<file path="config.mk">
export PLATFORM = sky130hd
export DESIGN_NAME = op_result_arbiter_flat
export DESIGN_NICKNAME = d
export VERILOG_FILES = /design/src/rtl/op_result_arbiter_if.sv /design/src/rtl/op_result_arbiter.sv /design/src/flat_wrapper.sv
export SDC_FILE = /design/constraint.sdc
export NUM_CORES = 1
export LEC_CHECK = 0
export CORE_UTILIZATION = 43
export CTS_CLUSTER_SIZE = 24
export DETAILED_ROUTE_END_ITERATION = 7
export PLACE_DENSITY = 0.8
export SETUP_SLACK_MARGIN = 0.2
export SYNTH_ARGS = -nofsm -noshare
export SYNTH_HDL_FRONTEND = slang
export SYNTH_SLANG_ARGS = --single-unit
</file>
<file path="constraint.sdc">
create_clock -name clk_in -period 4.15 [get_ports clk_in]
set_input_delay 0.415 -clock clk_in [delete_from_list [all_inputs] [get_ports clk_in]]
set_output_delay 0.415 -clock clk_in [all_outputs]
set_load 0.05 [all_outputs]
</file>
<file path="src/rtl/op_result_arbiter_if.sv">
// Operand, request/grant and result handshake bundle for op_result_arbiter.
interface op_result_arbiter_if #(
  parameter int W = 8
);
  logic [W-1:0] a_in;
  logic [W-1:0] b_in;
  logic [2:0]   req_in;
  logic [2:0]   gnt_out;
  logic [W-1:0] y_out;
  logic [1:0]   y_op_out;
  logic         y_valid_out;
  logic         y_ready_in;

  modport slave (
    input  a_in, b_in, req_in, y_ready_in,
    output gnt_out, y_out, y_op_out, y_valid_out
  );

  modport master (
    output a_in, b_in, req_in, y_ready_in,
    input  gnt_out, y_out, y_op_out, y_valid_out
  );
endinterface

</file>
<file path="src/rtl/op_result_arbiter.sv">
// Grants one of NOT/XOR/AND per cycle into a single valid/ready result register.
// Define ROUND_ROBIN_EN for round-robin arbitration; otherwise fixed priority (bit 0 highest).
module op_result_arbiter #(
  parameter int W = 8
) (
  input logic             clk_in,
  input logic             rst_in,
  op_result_arbiter_if.slave bus
);

  logic [W-1:0] y_q, y_d;
  logic [1:0]   op_q, op_d;
  logic         valid_q, valid_d;
  logic [1:0]   gidx_s;
  logic         accept_s;
  logic [2:0]   gnt_s;

  function automatic logic [W-1:0] op_eval(input logic [1:0] op,
                                           input logic [W-1:0] a,
                                           input logic [W-1:0] b);
    logic [W-1:0] r;
    case (op)
      2'd0:    r = ~a;
      2'd1:    r = a ^ b;
      2'd2:    r = a & b;
      default: r = {W{1'b0}};
    endcase
    return r;
  endfunction

`ifdef ROUND_ROBIN_EN
  logic [1:0] last_q, last_d;

  // Search begins just after the last granted index and wraps.
  function automatic logic [1:0] rr_pick(input logic [2:0] req, input logic [1:0] last);
    logic [1:0] pick;
    case (last)
      2'd0:    pick = req[1] ? 2'd1 : (req[2] ? 2'd2 : 2'd0);
      2'd1:    pick = req[2] ? 2'd2 : (req[0] ? 2'd0 : 2'd1);
      default: pick = req[0] ? 2'd0 : (req[1] ? 2'd1 : 2'd2);
    endcase
    return pick;
  endfunction

  assign gidx_s = rr_pick(bus.req_in, last_q);
`else
  assign gidx_s = bus.req_in[0] ? 2'd0 : (bus.req_in[1] ? 2'd1 : 2'd2);
`endif

  assign accept_s = !rst_in && (!valid_q || bus.y_ready_in) && (bus.req_in != 3'b000);
  assign gnt_s    = accept_s ? (3'b001 << gidx_s) : 3'b000;

  always_comb begin
    y_d     = y_q;
    op_d    = op_q;
    valid_d = valid_q;
`ifdef ROUND_ROBIN_EN
    last_d  = last_q;
`endif
    if (accept_s) begin
      y_d     = op_eval(gidx_s, bus.a_in, bus.b_in);
      op_d    = gidx_s;
      valid_d = 1'b1;
`ifdef ROUND_ROBIN_EN
      last_d  = gidx_s;
`endif
    end else if (valid_q && bus.y_ready_in) begin
      valid_d = 1'b0;
    end else begin
      valid_d = valid_q;
    end
  end

  always_ff @(posedge clk_in or posedge rst_in) begin
    if (rst_in) begin
      y_q     <= {W{1'b0}};
      op_q    <= 2'd0;
      valid_q <= 1'b0;
`ifdef ROUND_ROBIN_EN
      last_q  <= 2'd2;
`endif
    end else begin
      y_q     <= y_d;
      op_q    <= op_d;
      valid_q <= valid_d;
`ifdef ROUND_ROBIN_EN
      last_q  <= last_d;
`endif
    end
  end

  assign bus.gnt_out     = gnt_s;
  assign bus.y_out       = y_q;
  assign bus.y_op_out    = op_q;
  assign bus.y_valid_out = valid_q;

endmodule

</file>
<file path="src/flat_wrapper.sv">
// flat-port wrapper written by rule: the top's interface ports become plain ports
module op_result_arbiter_flat 
#(
  parameter int W = 8
)
  (clk_in, rst_in, bus_a_in, bus_b_in, bus_req_in, bus_y_ready_in, bus_gnt_out, bus_y_out, bus_y_op_out, bus_y_valid_out);
  op_result_arbiter_if #(.W(W)) bus_i ();
  input logic clk_in;
  input logic rst_in;
  input wire logic [$bits(bus_i.a_in)-1:0] bus_a_in;
  input wire logic [$bits(bus_i.b_in)-1:0] bus_b_in;
  input wire logic [$bits(bus_i.req_in)-1:0] bus_req_in;
  input wire logic [$bits(bus_i.y_ready_in)-1:0] bus_y_ready_in;
  output wire logic [$bits(bus_i.gnt_out)-1:0] bus_gnt_out;
  output wire logic [$bits(bus_i.y_out)-1:0] bus_y_out;
  output wire logic [$bits(bus_i.y_op_out)-1:0] bus_y_op_out;
  output wire logic [$bits(bus_i.y_valid_out)-1:0] bus_y_valid_out;
  assign bus_i.a_in = bus_a_in;
  assign bus_i.b_in = bus_b_in;
  assign bus_i.req_in = bus_req_in;
  assign bus_i.y_ready_in = bus_y_ready_in;
  assign bus_gnt_out = bus_i.gnt_out;
  assign bus_y_out = bus_i.y_out;
  assign bus_y_op_out = bus_i.y_op_out;
  assign bus_y_valid_out = bus_i.y_valid_out;
  op_result_arbiter #(.W(W)) u_core (.clk_in(clk_in), .rst_in(rst_in), .bus(bus_i));
endmodule
</file>
==> results.json, run 1 <==
{
  "outcome": "finished clean",
  "finalHoldViolCount": 0,
  "place_congestion": 0.7644,
  "design.core.area_um2": 1577,
  "clkPwrFrac_pct": 18.0,
  "yosysSeqAreaShare_pct": 35.89,
  "placed_area_um2": 1115,
  "cp_slowest_stage_delay_ns": 0.86,
  "synth_fa_ha_area_share_pct": 13.05,
  "start_util_pct": 48.65,
  "final_cell_area_um2": 1141,
  "synth_xor_area_share_pct": 0,
  "nNetsFinal": 126,
  "vias_per_cell": 5.171,
  "clockBufferDepth": 2,
  "ctsHoldBuffers": 0,
  "cts_root_buf": "clkbuf_4",
  "slew_headroom_pct": 58.63,
  "crit_end": "bus_gnt_out[2]",
  "fmax_mhz": 319.3,
  "hold_class": "reg2reg",
  "drtIter0Drc": 4,
  "muxShareOfSynthArea_pct": 37.52,
  "drtPass1Iterations": 5,
  "diodes": 0,
  "power.share.switching_pct": 39.35,
  "tns_ns": 0,
  "dp_hpwl_um": 1205,
  "grt_pass1_wl_um": 2573,
  "final_cell_mix": "clkdlybuf4s50_1, mux2i_1, dfrtp_1",
  "drv_slew": 0,
  "drv_cap": 0,
  "path_cells": "clkdlybuf4s50_1 > nor3_2 > nor3_2 > and2_1 > clkdlybuf4s50_1",
  "routed_wirelength_um": 1584,
  "period_share_pct": 75.46,
  "rrSetupSlack_ns": 2.52,
  "crit-reg2reg-launch": "u_core.bus.y_valid_out",
  "cts.repair.resized": 0,
  "critPathSlowestCell": "clkdlybuf4s50_1",
  "end_kind": "output pin",
  "gr-usage-all-layers_pct": 18.61,
  "synthDistinctLibCells": 14,
  "power_switching_mw": 0.1669,
  "worst-slew-pin-transition_ns": 0.6187,
  "grt_overflow_total": 0,
  "powerDensity_nw_per_um2": 371.8,
  "synth_fp_nets": 88,
  "drive_gt1_share_pct": 15.79,
  "path_clk_slew_ns": 0.07,
  "place_ws_ns": 0.9682,
  "worstPathMaxFanout": 11,
  "rsz0062_at_grt": "false",
  "seqPwrFrac_pct": 32.7,
  "yosys.area_share.simple_pct": 6.688,
  "crit_arrival_ns": 2.72,
  "skew_ns": 0.003382,
  "clk_latency_ns": 0.28,
  "synth_compound_area_share_pct": 1.958,
  "dieHeight_um": 44.24,
  "synthCells": 58,
  "cts_tree": "built",
  "critPathKind": "in2out",
  "finalWorstSetupSlack_ns": 1.018,
  "r2r_cells": 4,
  "ys_warn_count": 0,
  "io_buffers": 35,
  "startpoint_type": "input pin",
  "synth.area.top_cells": "dfrtp_1, mux2i_1, mux2_4",
  "postCtsSetupBuffers": 0,
  "timing.hold.ws_ns": 0.5122,
  "synth_area_um2": 767.0,
  "peakVddDrop_uv": 227.9,
  "syn_avg_cell_area_um2": 13.22,
  "clock-sinks": 11,
  "die_area_um2": 1957,
  "pin_count": 36,
  "worstPathRequired_ns": 3.73,
  "die_w_um": 44.24,
  "setup_viol": 0,
  "final_util_pct": 72.38,
  "critPathLaunch": "bus_req_in[1]",
  "synth_largest_area_cell": "dfrtp_1",
  "numCtsBuffers": 3,
  "min_period_ns": 3.132,
  "htreeDepth": 1,
  "comb_power_share_pct": 49.3,
  "synth_top_area_share_pct": 35.89,
  "areaGrowthSynthToFinish_pct": 48.78,
  "layout_commonest_cell": "clkdlybuf4s50_1",
  "rows": 14,
  "intPower_mw": 0.2573,
  "antenna_left": 0,
  "p_leak_nw": 0.5343,
  "antenna_found_initial": 0,
  "grt_pass1_vias": 554,
  "grt_max_degree": 13,
  "synth_top_family_by_area": "multiplexers",
  "drt_drc_violations_left": 0,
  "reg2reg_to": "u_core.bus.y_out[1]",
  "avgRoutedWirePerCell_um": 14.27,
  "ys_seq_elements": 11,
  "vias": 574,
  "nFillCells": 122
}
==> power groups by stage <==
stage	clock network, mW	logic (mW)	registers (mW)
floorplan	0	0.0633	0.213
global placement	0	0.208	0.141
detailed placement	0	0.210	0.141
CTS	0.0787	0.211	0.139
global route	0.0850	0.220	0.141
finish	0.0762	0.209	0.139
==> worst min-delay path by stage <==
stage / start / to / slack (ns) / depth (start not counted)
finish: u_core.bus.y_op_out[1] / u_core.bus.y_op_out[1] / 0.51 / 1
global route: u_core.bus.y_op_out[1] / u_core.bus.y_op_out[1] / 0.53 / 1
CTS: u_core.bus.y_op_out[1] / u_core.bus.y_op_out[1] / 0.51 / 1
detailed placement: u_core.bus.y_out[7] / u_core.bus.y_out[7] / 0.50 / 1
global placement: u_core.bus.y_op_out[1] / u_core.bus.y_op_out[1] / 0.49 / 1
floorplan: rst_in / u_core.bus.y_op_out[0] / 0.27 / 1
==> sequential cells by signal (all words and copies together), names as in the netlist <==
register	cells
u_core.bus.y_out	8
u_core.bus.y_op_out	2
u_core.bus.y_valid_out	1
==> synth_stat cells, drive strengths merged <==
library cell	count
mux2i	16
dfrtp	11
mux2	9
ha	8
buf	3
and2	2
inv	2
nor3	2
o21bai	2
nor2	1
nor2b	1
nor4b	1
==> layer usage <==
| layer | vias up | part of all wire [%] | global-route usage (%) | wire [um] |
|---|---|---|---|---|
| met2 | 25 | 47 | 30.59 | 747 |
| met3 | 5 | 7.5 | 8.571 | 119 |
| li1 | 285 | - | - | - |
| met4 | 0 | 1.5 | 5.455 | 23 |
| met5 | - | 0 | 0 | 0 |
| met1 | 259 | 44 | 21.68 | 694 |
==> per-stage QoR <==
stage,std cells,total power [mW]
finish,111,0.4242
global route,111,0.4464
CTS,111,0.4293
detailed placement,107,0.3513
global placement,107,0.3492
floorplan,58,0.2761
==> final cells by class <==
type | count | area, um^2 | area share, %
Timing Repair Buffer | 36 | 357.8 | 31.36
Clock buffer | 4 | 26.28 | 2.303
Sequential cell | 11 | 275.3 | 24.12
Inverter | 2 | 7.507 | 0.6579
Multi-Input combinational cell | 42 | 454.2 | 39.80
Tap cell | 16 | 20.02 | 1.754
==> worst max-delay path, delay by kind of cell <==
family / cells / cell delay [ns]
buffers and inverters: 2 / 1.65
and+or+nand+nor: 3 / 0.65
==> logic make-up after synthesis <==
family          Yosys count
compound gates            2
fa+ha+maj                 8
buf+inv                   5
flops                    11
mux                      25
simple gates              7
No activity file was read; power rests on OpenSTA's default activity.
==> run 2, diff against run 1 <==
- CORE_UTILIZATION: 43 -> 36
- PLACE_DENSITY: 0.8 -> 0.72
- clock period: 4.15 -> 2.7 ns (I/O delays scaled with it)
==> results.json, run 2 (synthesis gave the netlist of run 1 again) <==
{
  "min_period_ns": 1.839,
  "cts.repair.resized": 0,
  "critPathKind": "in2out",
  "path_clk_slew_ns": 0.06,
  "hold_class": "in2async",
  "fmax_mhz": 543.9,
  "drv_cap": 0,
  "routed_wirelength_um": 1500,
  "numCtsBuffers": 3,
  "cts_tree": "built",
  "place_congestion": 0.6473,
  "finalHoldViolCount": 0,
  "skew_ns": 0.002273,
  "dp_hpwl_um": 1216,
  "setup_viol": 0,
  "design.core.area_um2": 1982,
  "die_w_um": 48.16,
  "finalWorstSetupSlack_ns": 0.8614,
  "dieHeight_um": 48.16,
  "avgRoutedWirePerCell_um": 12.10,
  "drtIter0Drc": 2,
  "worstPathMaxFanout": 10,
  "antenna_found_initial": 0,
  "postCtsSetupBuffers": 0,
  "worst-slew-pin-transition_ns": 0.5082,
  "comb_power_share_pct": 50.5,
  "grt_pass1_vias": 555,
  "ctsHoldBuffers": 0,
  "drv_slew": 0,
  "io_buffers": 35,
  "end_kind": "output pin",
  "intPower_mw": 0.4014,
  "powerDensity_nw_per_um2": 538.4,
  "rows": 16,
  "rsz0062_at_grt": "false",
  "p_leak_nw": 0.5601,
  "drive_gt1_share_pct": 21.65,
  "total_power_mw": 0.6494,
  "placed_area_um2": 1180,
  "largest_register_ff_count": 8,
  "layout_commonest_cell": "clkdlybuf4s50_1",
  "gr-usage-all-layers_pct": 15.19,
  "pin_count": 36,
  "nFillCells": 162,
  "power.share.switching_pct": 38.20,
  "clkPwrFrac_pct": 16.5,
  "multi_input_area_um2": 460.4,
  "areaGrowthSynthToFinish_pct": 57.26,
  "grt_overflow_total": 0,
  "power_switching_mw": 0.2481,
  "seq_area_um2": 275.3,
  "drt_drc_violations_left": 0,
  "diodes": 0,
  "antenna_left": 0,
  "cts_root_buf": "clkbuf_4",
  "grt_pass1_wl_um": 2318,
  "crit_arrival_ns": 1.57,
  "die_area_um2": 2319,
  "clk_latency_ns": 0.26,
  "place_ws_ns": 0.8597,
  "startpoint_type": "input pin",
  "vias": 591,
  "outcome": "finished clean",
  "final_cell_area_um2": 1206,
  "start_util_pct": 38.70,
  "grt_max_degree": 13,
  "peakVddDrop_uv": 382.9,
  "nNetsFinal": 128,
  "period_share_pct": 68.10,
  "seqPwrFrac_pct": 32.9,
  "vias_per_cell": 4.766,
  "clockBufferDepth": 2,
  "tns_ns": 0,
  "slew_headroom_pct": 66.02,
  "drtPass1Iterations": 2,
  "clock-sinks": 11,
  "htreeDepth": 1,
  "worstPathRequired_ns": 2.43,
  "final_cell_mix": "clkdlybuf4s50_1, mux2i_1, dfrtp_1"
}
[run 2: per-stage QoR]
stage	cells	hold WS (ns)	util, %
2_1_floorplan	58	0.1224	-
3_3_place_gp	120	0.4952	59.53
3_5_place_dp	120	0.4952	59.53
4_1_cts	124	0.4354	60.86
5_1_grt	124	0.4800	60.86
6_report	124	0.4178	60.86
[run 2: final timing paths]
kind	startpoint	endpoint	slack, ns	cells past startpoint
worst max-delay path	bus_req_in[1]	bus_gnt_out[1]	0.86	4
worst min-delay path	rst_in	u_core.bus.y_valid_out	0.42	2
worst max register to register	u_core.bus.y_valid_out	u_core.bus.y_out[1]	1.31	4
worst min register to register	u_core.bus.y_out[6]	u_core.bus.y_out[6]	0.51	1
max in group asynchronous	rst_in	u_core.bus.y_out[1]	2.00	2
min in group clk_in	u_core.bus.y_out[6]	u_core.bus.y_out[6]	0.51	1
[run 2: power groups by stage]
stage	clock, mW	combinational (mW)	sequential [mW]
global route	0.121	0.348	0.217
floorplan	0	0.0978	0.327
finish	0.107	0.328	0.214
detailed placement	0	0.332	0.216
global placement	0	0.327	0.217
CTS	0.113	0.333	0.214
[run 2: layout make-up]
type	count	share of cell area [%]
Sequential cell	11	22.82
Multi-Input combinational cell	42	38.17
Tap cell	27	2.801
Clock buffer	4	2.178
Timing Repair Buffer	38	33.40
Inverter	2	0.6224
[run 2: metal layers]
metal | GRT usage, % | share of wire, % | vias to the layer above
li1 | - | - | 289
met1 | 17.36 | 42 | 273
met2 | 24.53 | 49 | 25
met3 | 4.444 | 6.4 | 4
met4 | 10.00 | 2.9 | 0
met5 | 0 | 0 | -
[run 2: critical path, cell delays in order]
cell and delay (ns):
clkdlybuf4s50_1 0.49, buf_4 0.22, nor4b_2 0.39, buf_12 0.19
==> run 3, diff against run 2 <==
- CORE_UTILIZATION: 36 -> 40
- PLACE_DENSITY: 0.72 -> 0.75
- clock period: 2.7 -> 1.9 ns (I/O delays scaled with it)
==> results.json, run 3 (synthesis gave the netlist of run 1 again) <==
{
  "clockBufferDepth": 2,
  "drive_gt1_share_pct": 24.49,
  "avgRoutedWirePerCell_um": 13.83,
  "rrSetupSlack_ns": 0.46,
  "outcome": "finished clean",
  "grt_pass1_vias": 675,
  "finalHoldViolCount": 0,
  "largest_register_ff_count": 8,
  "diodes": 0,
  "ctsHoldBuffers": 0,
  "finalWorstSetupSlack_ns": 0.2755,
  "pin_count": 36,
  "reg2reg_to": "u_core.bus.y_out[1]",
  "cts_tree": "built",
  "drtIter0Drc": 6,
  "antenna_left": 0,
  "vias": 609,
  "postCtsSetupBuffers": 0,
  "startpoint_type": "register",
  "htreeDepth": 1,
  "min_period_ns": 1.625,
  "vias_per_cell": 4.951,
  "r2r_cells": 4,
  "rows": 15,
  "critPathSlowestCell": "clkdlybuf4s50_1",
  "start_util_pct": 43.48,
  "grt_overflow_total": 0,
  "drv_cap": 0,
  "place_congestion": 0.7342,
  "crit_arrival_ns": 1.43,
  "grt_pass1_wl_um": 2849,
  "grt_max_degree": 12,
  "drt_drc_violations_left": 0,
  "drv_slew": 0,
  "layout_commonest_cell": "clkdlybuf4s50_1",
  "hold_class": "in2async",
  "place_ws_ns": 0.2626,
  "slew_headroom_pct": 65.51,
  "worstPathRequired_ns": 1.71,
  "die_w_um": 45.79,
  "path_cells": "clkdlybuf4s50_1",
  "period_share_pct": 85.50,
  "tns_ns": 0,
  "routed_wirelength_um": 1701,
  "end_kind": "output pin",
  "nFillCells": 152,
  "dieHeight_um": 45.79,
  "crit-reg2reg-launch": "u_core.bus.y_valid_out",
  "p_leak_nw": 0.5717,
  "antenna_found_initial": 0,
  "areaGrowthSynthToFinish_pct": 59.38,
  "die_area_um2": 2097,
  "cts_root_buf": "clkbuf_4",
  "cp_top_family": "buffers and inverters",
  "drtPass1Iterations": 6,
  "critPathKind": "reg2out",
  "cp.depth": 1,
  "design.core.area_um2": 1764,
  "rsz0062_at_grt": "false",
  "skew_ns": 0.0008134,
  "dp_hpwl_um": 1352,
  "crit_buf_inv": 1,
  "cts.repair.resized": 0,
  "peakVddDrop_uv": 486.5,
  "cp_slowest_stage_delay_ns": 0.81,
  "io_buffers": 35,
  "nNetsFinal": 129,
  "path_clk_slew_ns": 0.07,
  "worst-slew-pin-transition_ns": 0.5158,
  "clk_latency_ns": 0.26,
  "gr-usage-all-layers_pct": 19.21,
  "powerDensity_nw_per_um2": 765.3,
  "fmax_mhz": 615.6,
  "numCtsBuffers": 3,
  "setup_viol": 0,
  "worstPathMaxFanout": 2,
  "clock-sinks": 11,
  "final_cell_mix": "clkdlybuf4s50_1, mux2i_1, dfrtp_1"
}
run 3: cell type report:
type / count / area (um^2) / share of cell area (%)
multi-input combinational: 42 / 471.7 / 38.59
timing repair buffer: 39 / 410.4 / 33.57
sequential: 11 / 275.3 / 22.52
tap: 25 / 31.28 / 2.559
clock buffer: 4 / 26.28 / 2.149
inverter: 2 / 7.507 / 0.6141
run 3: where the power goes:
part | switching, mW | internal (mW)
logic | 0.262 | 0.213
registers | 0.0259 | 0.279
clock network | 0.0745 | 0.0810
total | 0.362 | 0.573
run 3: worst max path at each step:
stage                                      start                  end  slack [ns]
after floorplan           u_core.bus.y_valid_out       bus_gnt_out[0]        0.17
after global placement                    rst_in  u_core.bus.y_out[1]        0.29
after detailed placement                  rst_in  u_core.bus.y_out[1]        0.26
after CTS                    u_core.bus.y_out[7]         bus_y_out[7]        0.26
after global routing         u_core.bus.y_out[2]         bus_y_out[2]        0.23
final                        u_core.bus.y_out[7]         bus_y_out[7]        0.28
run 3: metal layers:
metal / track usage, % / up-vias / share of wire (%)
li1: - / 291 / -
met1: 23.44 / 286 / 41
met2: 35.43 / 26 / 53
met3: 0.7937 / 6 / 3.6
met4: 7.059 / 0 / 2.8
met5: 0 / - / 0
run 3: through the flow:
stage / utilization (%) / cells / instance area (um^2) / hold slack, ns / power [mW]
after floorplan: - / 58 / 784.5 / 0.04244 / 0.6060
after global placement: 67.80 / 119 / 1196 / 0.5020 / 0.7778
after detailed placement: 67.80 / 119 / 1196 / 0.4976 / 0.7879
after CTS: 69.29 / 123 / 1222 / 0.3886 / 0.9447
after global routing: 69.29 / 123 / 1222 / 0.4317 / 0.9819
final: 69.29 / 123 / 1222 / 0.3812 / 0.9356
